<file path="src/rtl/ga_term_monitor_if.sv">
// ---------------------------------------------------------------------------
// ga_term_monitor_if
// Candidate stream from the GA core into the termination monitor. Each
// steady-state slot the core presents one {chromosome, fitness} pair,
// qualified by in_valid.
//   master : GA core side (drives the sample)
//   slave  : termination monitor side (consumes the sample)
// ---------------------------------------------------------------------------
interface ga_term_monitor_if #(
    parameter int CHROM_W = 8,
    parameter int FIT_W   = 27
);
    logic                      in_valid;
    logic [CHROM_W-1:0]        in_chrom;
    logic signed [FIT_W-1:0]   in_fit;

    modport master (
        output in_valid,
        output in_chrom,
        output in_fit
    );

    modport slave (
        input  in_valid,
        input  in_chrom,
        input  in_fit
    );
endinterface

</file>
<file path="src/rtl/ga_term_monitor.sv">
// ---------------------------------------------------------------------------
// ga_term_monitor
// Termination monitor downstream of the GA core. Tracks the global best
// {chromosome, fitness}, counts samples into generations of GEN_SIZE,
// counts consecutive non-improving generations, and raises a sticky done
// (with a cause code) that the GA core uses to stop.
//
// Optional feature macro: GA_TERM_TARGET_EN
//   defined   : adds the signed target_fit input; any accepted sample whose
//               post-update best fitness reaches target_fit stops the run
//               immediately with cause 11.
//   undefined : no target_fit port; only MAX_GEN (01) / stall (10) stop.
//
// Reset is synchronous, active-low, and overrides any sample in that cycle.
// All outputs come straight from registers (one cycle after the sample).
// ---------------------------------------------------------------------------
module ga_term_monitor #(
    parameter int CHROM_W     = 8,
    parameter int FIT_W       = 27,
    parameter int GEN_SIZE    = 4,
    parameter int MAX_GEN     = 1024,
    parameter int STALL_LIMIT = 64
) (
    input  logic                                 clk,
    input  logic                                 reset,
    ga_term_monitor_if.slave                     smp,
`ifdef GA_TERM_TARGET_EN
    input  logic signed [FIT_W-1:0]              target_fit,
`endif
    output logic [CHROM_W-1:0]                   best_chrom,
    output logic signed [FIT_W-1:0]              best_fit,
    output logic                                 improved,
    output logic [$clog2(MAX_GEN+1)-1:0]         gen_count,
    output logic [$clog2(STALL_LIMIT+1)-1:0]     stall_count,
    output logic                                 done,
    output logic [1:0]                           done_cause
);

    // -----------------------------------------------------------------------
    // Derived widths and constants
    // -----------------------------------------------------------------------
    localparam int GEN_W   = $clog2(MAX_GEN + 1);
    localparam int STALL_W = $clog2(STALL_LIMIT + 1);
    localparam int SLOT_W  = (GEN_SIZE > 1) ? $clog2(GEN_SIZE) : 1;

    localparam logic [SLOT_W-1:0]  SLOT_LAST   = SLOT_W'(GEN_SIZE - 1);
    localparam logic [GEN_W-1:0]   GEN_LIMIT   = GEN_W'(MAX_GEN);
    localparam logic [STALL_W-1:0] STALL_MAX   = STALL_W'(STALL_LIMIT);

    // Most-negative fitness: any real sample beats the reset best.
    localparam logic signed [FIT_W-1:0] FIT_MIN = {1'b1, {(FIT_W-1){1'b0}}};

    // FSM encoding
    localparam logic [1:0] ST_IDLE = 2'd0;
    localparam logic [1:0] ST_RUN  = 2'd1;
    localparam logic [1:0] ST_DONE = 2'd2;

    // Termination cause codes
    localparam logic [1:0] CAUSE_NONE   = 2'b00;
    localparam logic [1:0] CAUSE_GEN    = 2'b01;
    localparam logic [1:0] CAUSE_STALL  = 2'b10;
    localparam logic [1:0] CAUSE_TARGET = 2'b11;

    // -----------------------------------------------------------------------
    // Helpers
    // -----------------------------------------------------------------------
    // Strict signed comparison: ties keep the incumbent best.
    function automatic logic fit_gt(input logic signed [FIT_W-1:0] a,
                                    input logic signed [FIT_W-1:0] b);
        return (a > b);
    endfunction

    // Signed greater-or-equal, used for the target threshold.
    function automatic logic fit_ge(input logic signed [FIT_W-1:0] a,
                                    input logic signed [FIT_W-1:0] b);
        return (a >= b);
    endfunction

    // -----------------------------------------------------------------------
    // State registers
    // -----------------------------------------------------------------------
    logic [1:0]               state_r;
    logic [CHROM_W-1:0]       best_chrom_r;
    logic signed [FIT_W-1:0]  best_fit_r;
    logic                     improved_r;
    logic [GEN_W-1:0]         gen_count_r;
    logic [STALL_W-1:0]       stall_count_r;
    logic                     done_r;
    logic [1:0]               done_cause_r;
    logic [SLOT_W-1:0]        slot_r;
    logic                     gen_imp_r;

    // Next-state values
    logic [1:0]               state_s;
    logic [CHROM_W-1:0]       best_chrom_s;
    logic signed [FIT_W-1:0]  best_fit_s;
    logic                     improved_s;
    logic [GEN_W-1:0]         gen_count_s;
    logic [STALL_W-1:0]       stall_count_s;
    logic                     done_s;
    logic [1:0]               done_cause_s;
    logic [SLOT_W-1:0]        slot_s;
    logic                     gen_imp_s;

    // Per-cycle decode
    logic                     accept_s;
    logic                     replace_s;
    logic                     close_s;
    logic                     target_hit_s;

    // Sample acceptance and best-replacement decision
    always_comb begin
        accept_s  = smp.in_valid && (state_r != ST_DONE);
        replace_s = 1'b0;
        if (accept_s) begin
            // The first sample after reset is loaded unconditionally.
            if (state_r == ST_IDLE) begin
                replace_s = 1'b1;
            end else begin
                replace_s = fit_gt(smp.in_fit, best_fit_r);
            end
        end else begin
            replace_s = 1'b0;
        end
    end

    // Best tracking, slot/generation/stall bookkeeping and termination
    always_comb begin
        state_s       = state_r;
        best_chrom_s  = best_chrom_r;
        best_fit_s    = best_fit_r;
        improved_s    = 1'b0;
        gen_count_s   = gen_count_r;
        stall_count_s = stall_count_r;
        done_s        = done_r;
        done_cause_s  = done_cause_r;
        slot_s        = slot_r;
        gen_imp_s     = gen_imp_r;
        close_s       = 1'b0;
        target_hit_s  = 1'b0;

        if (accept_s) begin
            // Best replacement
            if (replace_s) begin
                best_chrom_s = smp.in_chrom;
                best_fit_s   = smp.in_fit;
                improved_s   = 1'b1;
            end else begin
                improved_s   = 1'b0;
            end

            // IDLE leaves on the first accepted sample
            case (state_r)
                ST_IDLE: state_s = ST_RUN;
                ST_RUN:  state_s = ST_RUN;
                default: state_s = state_r;
            endcase

            // Slot counter; the last slot closes the generation
            if (slot_r == SLOT_LAST) begin
                close_s     = 1'b1;
                slot_s      = SLOT_W'(0);
                gen_count_s = gen_count_r + GEN_W'(1);
                if (gen_imp_r || replace_s) begin
                    stall_count_s = STALL_W'(0);
                end else begin
                    stall_count_s = stall_count_r + STALL_W'(1);
                end
                gen_imp_s   = 1'b0;
            end else begin
                close_s     = 1'b0;
                slot_s      = slot_r + SLOT_W'(1);
                gen_imp_s   = gen_imp_r | replace_s;
            end

`ifdef GA_TERM_TARGET_EN
            target_hit_s = fit_ge(best_fit_s, target_fit);
`else
            target_hit_s = 1'b0;
`endif

            // Termination, highest priority first, on post-update values
            if (target_hit_s) begin
                state_s      = ST_DONE;
                done_s       = 1'b1;
                done_cause_s = CAUSE_TARGET;
            end else if (close_s && (stall_count_s == STALL_MAX)) begin
                state_s      = ST_DONE;
                done_s       = 1'b1;
                done_cause_s = CAUSE_STALL;
            end else if (close_s && (gen_count_s == GEN_LIMIT)) begin
                state_s      = ST_DONE;
                done_s       = 1'b1;
                done_cause_s = CAUSE_GEN;
            end else begin
                done_s       = done_r;
                done_cause_s = done_cause_r;
            end
        end else begin
            improved_s = 1'b0;
        end
    end

    // Register update with synchronous active-low reset overriding everything
    always_ff @(posedge clk) begin
        if (!reset) begin
            state_r       <= ST_IDLE;
            best_chrom_r  <= {CHROM_W{1'b0}};
            best_fit_r    <= FIT_MIN;
            improved_r    <= 1'b0;
            gen_count_r   <= GEN_W'(0);
            stall_count_r <= STALL_W'(0);
            done_r        <= 1'b0;
            done_cause_r  <= CAUSE_NONE;
            slot_r        <= SLOT_W'(0);
            gen_imp_r     <= 1'b0;
        end else begin
            state_r       <= state_s;
            best_chrom_r  <= best_chrom_s;
            best_fit_r    <= best_fit_s;
            improved_r    <= improved_s;
            gen_count_r   <= gen_count_s;
            stall_count_r <= stall_count_s;
            done_r        <= done_s;
            done_cause_r  <= done_cause_s;
            slot_r        <= slot_s;
            gen_imp_r     <= gen_imp_s;
        end
    end

    // Outputs are driven directly from state registers
    assign best_chrom  = best_chrom_r;
    assign best_fit    = best_fit_r;
    assign improved    = improved_r;
    assign gen_count   = gen_count_r;
    assign stall_count = stall_count_r;
    assign done        = done_r;
    assign done_cause  = done_cause_r;

endmodule

</file>
<file path="src/flat_wrapper.sv">
// flat-port wrapper written by rule: the top's interface ports become plain ports
module ga_term_monitor_flat 
#(
    parameter int CHROM_W     = 8,
    parameter int FIT_W       = 27,
    parameter int GEN_SIZE    = 4,
    parameter int MAX_GEN     = 1024,
    parameter int STALL_LIMIT = 64
)
  (clk, reset, best_chrom, best_fit, improved, gen_count, stall_count, done, done_cause, smp_in_valid, smp_in_chrom, smp_in_fit);
  ga_term_monitor_if #(.CHROM_W(CHROM_W), .FIT_W(FIT_W)) smp_i ();
  input  logic clk;
  input  logic reset;
  output logic [CHROM_W-1:0] best_chrom;
  output logic signed [FIT_W-1:0] best_fit;
  output logic improved;
  output logic [$clog2(MAX_GEN+1)-1:0] gen_count;
  output logic [$clog2(STALL_LIMIT+1)-1:0] stall_count;
  output logic done;
  output logic [1:0] done_cause;
  input wire logic [$bits(smp_i.in_valid)-1:0] smp_in_valid;
  input wire logic [$bits(smp_i.in_chrom)-1:0] smp_in_chrom;
  input wire logic [$bits(smp_i.in_fit)-1:0] smp_in_fit;
  assign smp_i.in_valid = smp_in_valid;
  assign smp_i.in_chrom = smp_in_chrom;
  assign smp_i.in_fit = smp_in_fit;
  ga_term_monitor #(.CHROM_W(CHROM_W), .FIT_W(FIT_W), .GEN_SIZE(GEN_SIZE), .MAX_GEN(MAX_GEN), .STALL_LIMIT(STALL_LIMIT)) u_core (.clk(clk), .reset(reset), .smp(smp_i), .best_chrom(best_chrom), .best_fit(best_fit), .improved(improved), .gen_count(gen_count), .stall_count(stall_count), .done(done), .done_cause(done_cause));
endmodule
</file>
<file path="config.mk">
export PLATFORM = sky130hd
export DESIGN_NAME = ga_term_monitor_flat
export DESIGN_NICKNAME = d
export VERILOG_FILES = /design/src/rtl/ga_term_monitor_if.sv /design/src/rtl/ga_term_monitor.sv /design/src/flat_wrapper.sv
export SDC_FILE = /design/constraint.sdc
export NUM_CORES = 1
export LEC_CHECK = 0
export ABC_AREA = 0
export CORE_ASPECT_RATIO = 0.9
export CORE_UTILIZATION = 48
export CTS_CLUSTER_DIAMETER = 80
export DETAILED_ROUTE_END_ITERATION = 12
export PLACE_DENSITY = 0.86
export SLEW_MARGIN = 10
export SYNTH_ARGS = -nofsm -noshare
export SYNTH_HDL_FRONTEND = slang
export SYNTH_SLANG_ARGS = --single-unit
export TNS_END_PERCENT = 10
</file>
<file path="constraint.sdc">
create_clock -name clk -period 3.5 [get_ports clk]
set_clock_uncertainty 0.1 [all_clocks]
set_input_delay 0.525 -clock clk [delete_from_list [all_inputs] [get_ports clk]]
set_output_delay 0.525 -clock clk [all_outputs]
set_load 0.01 [all_outputs]
</file>
== Word-level counts from Yosys, hierarchy flattened ==
Index checks and enable logic that the tools add are counted.
Word-level totals
  bits in registers: 62
  input bits: 38
  output and inout port bits: 57
  logic and storage cells: 51
Operators by class
  add/subtract/negate cells: 3
  order comparisons: 1
  eq/ne operators: 5
  multiplexer cells: 19
  bitwise logic cells: 1
  reduce and logical (&&, ||, !) cells: 12
Operator list (number)
  greater-than comparator 27 bit: 1
  2-to-1 mux 11 bit: 2
  2-to-1 mux 7 bit: 3
  2-to-1 mux 2 bit: 6
  adder 11 x 1 -> 11 bit, second input constant: 1
  equality test 11 bit, second input constant: 1
  2-to-1 mux 1 bit: 8
  AND reduction 2 bit: 4
  adder 7 x 1 -> 7 bit, second input constant: 1
  equality test 7 bit, second input constant: 1
  logical AND 1 bit: 3
  nonzero test 3 bit: 1
  adder 2 x 1 -> 2 bit, second input constant: 1
  equality test 2 x 1 -> 1 bit, second input constant: 1
  equality test 2 bit, second input constant: 1
  zero test 2 bit: 1
  != test 2 bit, second input constant: 1
  nonzero test 2 bit: 1
  OR reduction 2 bit: 1
  logical OR 1 bit: 1
  OR 1 bit: 1

== Longest topological paths before layout ==
  depth after elaboration: 11
  gate-level depth with buffers: 10
  mapped depth without buffers: 9

== Worst setup path after synthesis ==
No wires, ideal clock.
  kind: in2reg
  from: in smp_in_fit[26]
  to: reg u_core.done_cause_r[1], in the netlist u_core.done_cause[1]
  library setup time: 0.059 ns
  data arrival time: 2.611 ns
  data required time: 3.341 ns
  setup slack: 0.730 ns
  stages on the path: 8
  path buffers: 0
  path through: ha_1 -> nand4_2 -> or4_1 -> o21ai_1 -> a31oi_1 -> o41a_1 -> a211oi_2 -> a22o_1
Between the ends
  word-level cells in the longest chain between the ends: 11
  elaborated cells between the ends (all ways): 12
  those cells by class: order compare: 1; eq/ne: 1; mux: 6; reduce/logical: 4
Ends and longest elaborated chain
  from (decl): RTL line flat_wrapper.sv:23  | input wire logic [$bits(smp_i.in_fit)-1:0] smp_in_fit;
  greater-than comparator 27 bit (*): RTL line ga_term_monitor.sv:70  | return (a > b);
  2-to-1 mux 1 bit (*): RTL line ga_term_monitor.sv:117  | if (state_r == ST_IDLE) begin
  2-to-1 mux 1 bit (*): RTL line ga_term_monitor.sv:115  | if (accept_s) begin
  logical OR 1 bit (*): RTL line ga_term_monitor.sv:164  | if (gen_imp_r || replace_s) begin
  2-to-1 mux 7 bit (*): RTL line ga_term_monitor.sv:164
  2-to-1 mux 7 bit (*): RTL line ga_term_monitor.sv:160  | if (slot_r == SLOT_LAST) begin
  2-to-1 mux 7 bit (*): RTL line ga_term_monitor.sv:142  | if (accept_s) begin
  equality test 7 bit (*): RTL line ga_term_monitor.sv:187  | end else if (close_s && (stall_count_s == STALL_MAX)) begin
  logical AND 1 bit (*): RTL line ga_term_monitor.sv:187
  nonzero test 2 bit (no source line)
  AND reduction 2 bit (no source line)
  to (signal assigned): RTL line ga_term_monitor.sv:225  | done_cause_r <= done_cause_s;
  to (decl): RTL line ga_term_monitor.sv:89  | logic [1:0] done_cause_r;
Every way passes the cells marked *; elsewhere a longest branch is shown, timed or not. The select of a mux whose other input is x is not followed.
A chain may end at the register's enable or synchronous reset.

== Worst setup path in the final report ==
  from: in smp_in_fit[22]
  to: reg u_core.done_r, in the netlist u_core.done
Between the ends
  word-level cells in the longest chain between the ends: 11
  elaborated cells between the ends (all ways): 12
  those cells by class: order compare: 1; eq/ne: 1; mux: 6; reduce/logical: 4
Ends and longest elaborated chain
  greater-than comparator 27 bit (*): RTL line ga_term_monitor.sv:70
  2-to-1 mux 1 bit (*): RTL line ga_term_monitor.sv:117
  2-to-1 mux 1 bit (*): RTL line ga_term_monitor.sv:115
  logical OR 1 bit (*): RTL line ga_term_monitor.sv:164
  2-to-1 mux 7 bit (*): RTL line ga_term_monitor.sv:164
  2-to-1 mux 7 bit (*): RTL line ga_term_monitor.sv:160
  2-to-1 mux 7 bit (*): RTL line ga_term_monitor.sv:142
  equality test 7 bit (*): RTL line ga_term_monitor.sv:187
  logical AND 1 bit (*): RTL line ga_term_monitor.sv:187
  nonzero test 2 bit (no source line)
  AND reduction 2 bit (no source line)
  to (signal assigned): RTL line ga_term_monitor.sv:224  | done_r <= done_s;
  to (decl): RTL line ga_term_monitor.sv:88  | logic done_r;
Marked as above.

==> results_dict.tcl <==
set metrics [dict create \
    gp_congestion 0.8441 \
    fin_crit_ns 3.081 \
    drtIter0Drc 136 \
    hold_path_class "flip-flop to flip-flop" \
    die-area_sq_um 7509 \
    grt.total_usage_pct 23.26 \
    outcome "completed" \
    die_width_um 91.23 \
    setup_tns_ns 0 \
    vias 3208 \
    ys_types 52 \
    end_kind "flip-flop" \
    postSynthAreaPerCell_sq_um 8.664 \
    boundaryPins 95 \
    synthFlopType "dfxtp_1" \
    ys_ff_latch 62 \
    fill_cells 509 \
    hold_violations 0 \
    area_delta_synth_final_pct 36.05 \
    syn-cell-area_sq_um 3440 \
    tritoncts "done" \
    dpl_cell_area_sq_um 4459 \
    antenna_found_initial 0 \
    die_h_um 82.31 \
    coreArea_sq_um 6761 \
    synthTopCellsByCount "dfxtp_1 (62), nor2_1 (59), mux2i_1 (35)" \
    drv_slew 0 \
    rsz0062_at_grt "no" \
    grt-ovfl-total 0 \
    clock_latency_ns 0.35 \
    synth.most_common_cell "dfxtp_1" \
    power_density_nw_per_um2 386.0 \
    cp.required_ns 3.69 \
    maxCapViolCount 0 \
    crit_arrival_ns 3.27 \
    yosysWarnings 0 \
    crit_path_start_kind "primary input" \
    yosysSeqAreaShare_pct 36.09 \
    reg2reg_slack_ns 0.59 \
    leakage_nw 1.897 \
    r2r_start "u_core.slot_r[0]" \
    synthTopCellsByArea "dfxtp_1 (36%), ha_1 (11%), mux2i_1 (10%)" \
    cts.sinks 62 \
    cts_root_buf "clkbuf_8" \
    synth_cells 397 \
    dp_hpwl_um 6091 \
    min_to "u_core.slot_r[1]" \
    dr.pass1.iters 4 \
    detail_route.wl_per_cell_um 14.48 \
    synth_top_area_cell "dfxtp_1" \
    cp-startpoint "smp_in_fit[22]" \
    postCtsSetupRepairBufs 0 \
    layout-drive-gt1-share_pct 6.061 \
    fin_area_sq_um 4679 \
    r2r_cells 8 \
    ir_drop_mv 0.2753 \
    min_path_cells 2 \
    path_class "primary input to flip-flop" \
    min_from "u_core.slot_r[1]" \
    nNetsFinal 558 \
    grt_pass1_wl_um 13940 \
    cts_hold_buf 0 \
    post-synth-top-area-fraction_pct 36.09 \
    max-slew-margin-rel_pct 54.40 \
    cts_max_level 3 \
    diodes 0 \
    period_share_pct 88.04 \
    grt_pass1_vias 3051 \
    drt.antenna.violating_nets 0 \
    worstMarginPinSlew_ns 0.6830 \
    cts_made_buffers 9 \
    fmax_ghz 0.3245 \
    clk_path_buf_depth 2 \
    row_count 28 \
    ctsResizeCount 0 \
    synth-async-reset-ratio_pct 0 \
    setup_violations 0 \
    routed_via_density 5.484 \
    initial_core_util_pct 50.87 \
    cts.clk_slew.worst_paths_ns 0.07 \
    portBuffers 94 \
    grt_max_degree 40 \
    multi_input_area_sq_um 1963 \
    cp_max_fo 4 \
    register_area_sq_um 1241 \
    drc_errors 0 \
    synthesis.nets 465 \
    synth-edff-count 0 \
    drt-total-wl_um 8470 \
    timing.rr.end "u_core.done" \
]
==> cell families after synthesis <==
family,Yosys count,share of synthesized area (%)
and+or+nand+nor,138,19.64
AOI/OAI and AO/OA,65,12.77
DFF,62,36.09
buffers and inverters,53,6.839
muxes,35,10.19
adders and majority gates,30,10.91
xor gates and xnor gates,14,3.565
==> metrics by stage <==
| step | power (mW) | setup WS (ns) | hold WS, ns | instances | utilization, % |
|---|---|---|---|---|---|
| after global placement | 1.116 | 0.1604 | 0.3457 | 569 | 65.95 |
| final | 1.806 | 0.4187 | 0.3715 | 585 | 69.21 |
| after floorplan | 0.9708 | 0.7302 | 0.3400 | 397 | - |
| after detailed placement | 1.130 | 0.08145 | 0.3646 | 569 | 65.95 |
| after global routing | 1.883 | 0.2626 | 0.4154 | 585 | 69.21 |
| after CTS | 1.819 | 0.4119 | 0.3741 | 585 | 69.21 |
==> critical path, stage by stage <==
cell and delay (ns):
clkdlybuf4s50_1 0.44, ha_1 0.34, nand4_1 0.16, or4_1 0.54, o21ai_1 0.13, a31oi_1 0.10
o41a_1 0.48, a211oi_2 0.36, o31a_1 0.18
==> report_power, final <==
| part | switching [mW] | internal (mW) | total [mW] |
|---|---|---|---|
| Clock | 0.281 | 0.407 | 0.688 |
| Sequential | 0.0274 | 0.741 | 0.768 |
| Combinational | 0.166 | 0.184 | 0.350 |
| Total | 0.475 | 1.33 | 1.81 |
==> state kept, by name, indices dropped and copies added, names as in the netlist <==
signal / flops
u_core.best_chrom: 8
u_core.best_fit: 27
u_core.done: 1
u_core.done_cause: 2
u_core.gen_count: 11
u_core.gen_imp_r: 1
u_core.improved: 1
u_core.slot_r: 2
u_core.stall_count: 7
u_core.state_r: 2
==> cell type report <==
cell class | count | area share (%)
Clock buffer | 14 | 3.904
Clock inverter | 2 | 0.8021
Inverter | 35 | 2.807
Multi-Input combinational cell | 282 | 41.95
Sequential cell | 62 | 26.52
Tap cell | 90 | 2.406
Timing Repair Buffer | 100 | 21.60
==> cells in the final DEF (no fill, tap or decap), drive strengths merged, types with 4 or more instances in the layout <==
cell	instances
nand3	12
o21ai	12
nand4	11
xor2	8
clkdlybuf4s50	94
inv	35
nor3	10
xnor2	6
nand2	21
and2	4
dfxtp	62
a22oi	6
a31oi	4
clkbuf	14
ha	30
and4	4
a211oi	5
a21oi	21
mux2i	35
nor2	59
buf	6
==> worst max path at each step <==
stage | to | slack (ns) | depth (start not counted)
after CTS | u_core.done | 0.41 | 9
final | u_core.done | 0.42 | 9
after global placement | u_core.done_cause[1] | 0.16 | 9
after detailed placement | u_core.best_chrom[7] | 0.08 | 10
after global routing | u_core.done_cause[1] | 0.26 | 9
after floorplan | u_core.done_cause[1] | 0.73 | 8
==> per-layer routing <==
layer | routed length (um) | global-route usage (%)
met1 | 3766 | 27.19
met2 | 4163 | 42.35
met3 | 468 | 7.051
met4 | 71 | 5.556
met5 | 0 | 0
Power figures use the tool's default switching activity.
